`config.mk`:
```
export PLATFORM = sky130hd
export DESIGN_NAME = piso_shift_register
export DESIGN_NICKNAME = d
export VERILOG_FILES = /design/src/rtl/piso_shift_register.sv
export SDC_FILE = /design/constraint.sdc
export NUM_CORES = 1
export LEC_CHECK = 0
export BUFFER_PORTS_ARGS = -buffer_cell sky130_fd_sc_hd__buf_2
export CAP_MARGIN = 20
export CORE_MARGIN = 2
export CORE_UTILIZATION = 50
export CTS_CLUSTER_SIZE = 12
export DETAILED_ROUTE_END_ITERATION = 6
export GPL_TIMING_DRIVEN = 0
export PLACE_DENSITY_LB_ADDON = 0.15
export SLEW_MARGIN = 0
export SYNTH_ARGS = -nofsm -noshare
export SYNTH_HDL_FRONTEND = slang
export SYNTH_SLANG_ARGS = --single-unit
```
`constraint.sdc`:
```
create_clock -name clk -period 1.5 [get_ports clk]
set_clock_uncertainty 0.15 [all_clocks]
set_input_delay 0.15 -clock clk [delete_from_list [all_inputs] [get_ports clk]]
set_output_delay 0.15 -clock clk [all_outputs]
set_load 0.02 [all_outputs]
```
`src/rtl/piso_shift_register.sv`:
```
// Parallel-in serial-out shift register: captures a word on load and emits it
// MSB-first, one bit per enabled clock, with busy/done status flags.
module piso_shift_register #(
  parameter int WIDTH = 8
) (
  input  logic             clk,
  input  logic             nRST,
  input  logic             shift_enable,
  input  logic [WIDTH-1:0] data_in,
  input  logic             load,
  output logic             serial_out,
  output logic             busy,
  output logic             done
);

  localparam int CW = $clog2(WIDTH + 1);

  typedef enum logic {
    IDLE,
    LOADED
  } state_t;

  state_t           state_reg, state_next;
  logic [WIDTH-1:0] data, data_next;
  logic [CW-1:0]    count, count_next;
  logic             done_reg, done_next;

  always_ff @(posedge clk or negedge nRST) begin
    if (!nRST) begin
      state_reg <= IDLE;
      data      <= '0;
      count     <= '0;
      done_reg  <= 1'b0;
    end else begin
      state_reg <= state_next;
      data      <= data_next;
      count     <= count_next;
      done_reg  <= done_next;
    end
  end

  // Load wins over shift; a load while LOADED simply restarts the word.
  always_comb begin
    state_next = state_reg;
    data_next  = data;
    count_next = count;
    done_next  = done_reg;
    if (load) begin
      state_next = LOADED;
      data_next  = data_in;
      count_next = CW'(WIDTH);
      done_next  = 1'b0;
    end else if (shift_enable && state_reg == LOADED) begin
      data_next  = {data[WIDTH-2:0], 1'b0};
      count_next = count - CW'(1);
      if (count == CW'(1)) begin
        state_next = IDLE;
        done_next  = 1'b1;
      end
    end
  end

  assign serial_out = data[WIDTH-1];
  assign busy       = (state_reg == LOADED);
  assign done       = done_reg;

endmodule

```
==> reports/qor.txt <==
Status: finished clean
Crit Path Class: reg -> reg
Biggest regs: data x8, count x4
Share of cells above drive strength 1: 26.37%
Overall global routing resource usage: 17.86%
Synth area leader: dfrtp_1
Drt via density: 4.802
Ys Warns: 0
Core ar.: 1269 um2
Vias in the first global route: 457
Max FFs per register: 8
Initial antenna violation count: 0
CP Max Fanout: 3
First-pass GRT wire length: 1863 um
Starting density of the core: 52.07%
CTS Buf Count: 3
Area grow syn2layout: 34.85%
Lkg Pwr: 0.0004297 uW
Worst Path Required: 1520 ps
Bufs on Longest Clock Path: 2
Clk sinks: 14
Fmax: 753.3 MHz
Postcts setup bufs: 0
CP Launch Type: flop
Die X: 40.35 um
Residual overflow from global routing: 0
Die area: 1628 um2
Die extent in y: 40.35 um
FFs w/ async S/R, synth: 100.0%
CTS root buf: clkbuf_4
Nets: 106
Synth top area cells: dfrtp_1, mux2i_1, nand2_1
Worst skew pair latency: 280 ps
Largest net degree at the start of global routing: 15
Reg with most FFs: data
# setup viols final: 0
Hold crit path type: in -> reg
Setup tns final: 0 ps
Final Hold Fails: 0
Max-slew violations: 0
# DRC: 0
Number of synthesized flops with an enable pin: 0
Max_cap viols: 0
Initial DRC Count: 5
Top Ports: 15
Drt first pass iters: 4
Number of buffers added on ports: 14
Tcrit/Tclk final: 88.50%
CP arrival: 1350 ps
Synth Register Bits: 14
Worst-path clk slew: 80 ps
Post-DP HPWL: 830.5 um
Mean post-synth cell area: 10.49 um2
Worst-margin pin slew: 312.8 ps
Final Hold Slack: 27.06 ps
Ant. Diodes: 0
Most numerous cell in the Yosys netlist: dfrtp_1
Synth cell types: 20
Power per cell area: 979.3 nW/um2
Syn_nets: 77
Synthesized area: 660.6 um2
TritonCTS clock tree: built
Cells after synthesis: 63
Total power draw: 872.4 uW
RSZ-0062 raised after global routing: false
Yosys top cell area share: 53.03%
Headroom to the max-slew limit: 79.15%
CP Capture Type: flop
Final Core Density: 70.22%
Vias: 509
Most used DFF post-synth: dfrtp_1
Sequential area share after synthesis: 53.03%
Final antenna-violating net count: 0
Num rows: 13
DR WL/cell: 11.95 um
H-tree depth: 1
Final GP Congestion: 0.7806
Fin crit period: 1327 ps
Synth top cells by count: dfrtp_1, nand2_1, mux2i_1, o21ai_1, nor2_1
Peak supply drop: 0.7135 mV
Total Wirelength: 1267 um
==> routing by layer <==
metal | track usage (%) | wire length, um | up-vias
met5 | 0 | 0 | -
met4 | 7.500 | 5 | 0
met3 | 3.333 | 40 | 2
met2 | 31.35 | 625 | 8
met1 | 21.09 | 595 | 232
li1 | - | - | 267
==> timing repair <==
item,in CTS,in global routing
endpoints found under the hold margin,22,0
endpoints found under the setup margin,0,1
hold buffers,10,0
resized for setup,0,1
==> power breakdown <==
group	total [uW]	internal [uW]	switching [uW]	leakage (uW)
logic	162	84.6	77.4	0.000239
registers	443	415	28.0	0.000170
clock network	267	148	120	0.0000210
total	872	647	225	0.000430
==> area by class of cell <==
type                            instances  area [um2]
Tap cell                               15       18.77
Inverter                                2       7.507
Fill cell                              91       377.9
Sequential cell                        14       350.3
Multi-Input combinational cell         44       286.5
Timing Repair Buffer                   24       170.2
Clock buffer                            4       36.28
Buffer                                  3       21.27
==> critical path, stage by stage (launching register included) <==
cell and delay [ps]:
dfrtp_1 410, inv_1 90, ha_1 150, nor3b_2 190, nand2_1 70, a21o_1 170
==> cells in the final DEF (no fill, tap or decap), drive strengths merged <==
cell	instances
a21o	1
a21oi	1
a31oi	1
buf	17
clkbuf	4
dfrtp	14
dlygate4sd3	10
ha	2
inv	2
mux2i	8
nand2	12
nand3	1
nor2	4
nor2b	1
nor3b	1
nor4	1
o21ai	8
or2	1
xnor2	1
xor2	1
==> path summary, 6_finish.rpt <==
kind | start | end | slack (ps) | cells after the start
setup / recovery | count[1]$_DFFE_PN0P_ | busy$_DFFE_PN0P_ | 170 | 5
hold / removal | shift_enable | busy$_DFFE_PN0P_ | 30 | 3
setup reg to reg | count[1]$_DFFE_PN0P_ | busy$_DFFE_PN0P_ | 170 | 5
hold reg to reg | done$_DFFE_PN0P_ | done$_DFFE_PN0P_ | 360 | 2
max in group asynchronous | nRST | data[5]$_DFFE_PN0P_ | 820 | 2
min in group asynchronous | nRST | count[2]$_DFFE_PN0P_ | 140 | 2
==> metrics by stage <==
stage | setup WS (ps) | std cells | cell area (um2)
after floorplan | 213.7 | 63 | 660.6
after global placement | 108.1 | 92 | 749.5
after detailed placement | 130.0 | 92 | 749.5
after CTS | 106.2 | 106 | 885.9
after global routing | 100.4 | 106 | 890.9
final | 172.6 | 106 | 890.9
==> cells by family (layout without fill, tap and decap cells) <==
kind of cell               Yosys count  count (layout)  share of synthesized area (%)
muxes                                8               8                          12.12
buffers and inverters                5              33                          4.356
xor gates and xnor gates             2               2                          2.652
and+or+nand+nor                     21              21                          15.15
adders and majority gates            2               2                          3.787
AOI/OAI and AO/OA                   11              11                          8.902
DFF                                 14              14                          53.03
(Power assumes the default switching activity.)
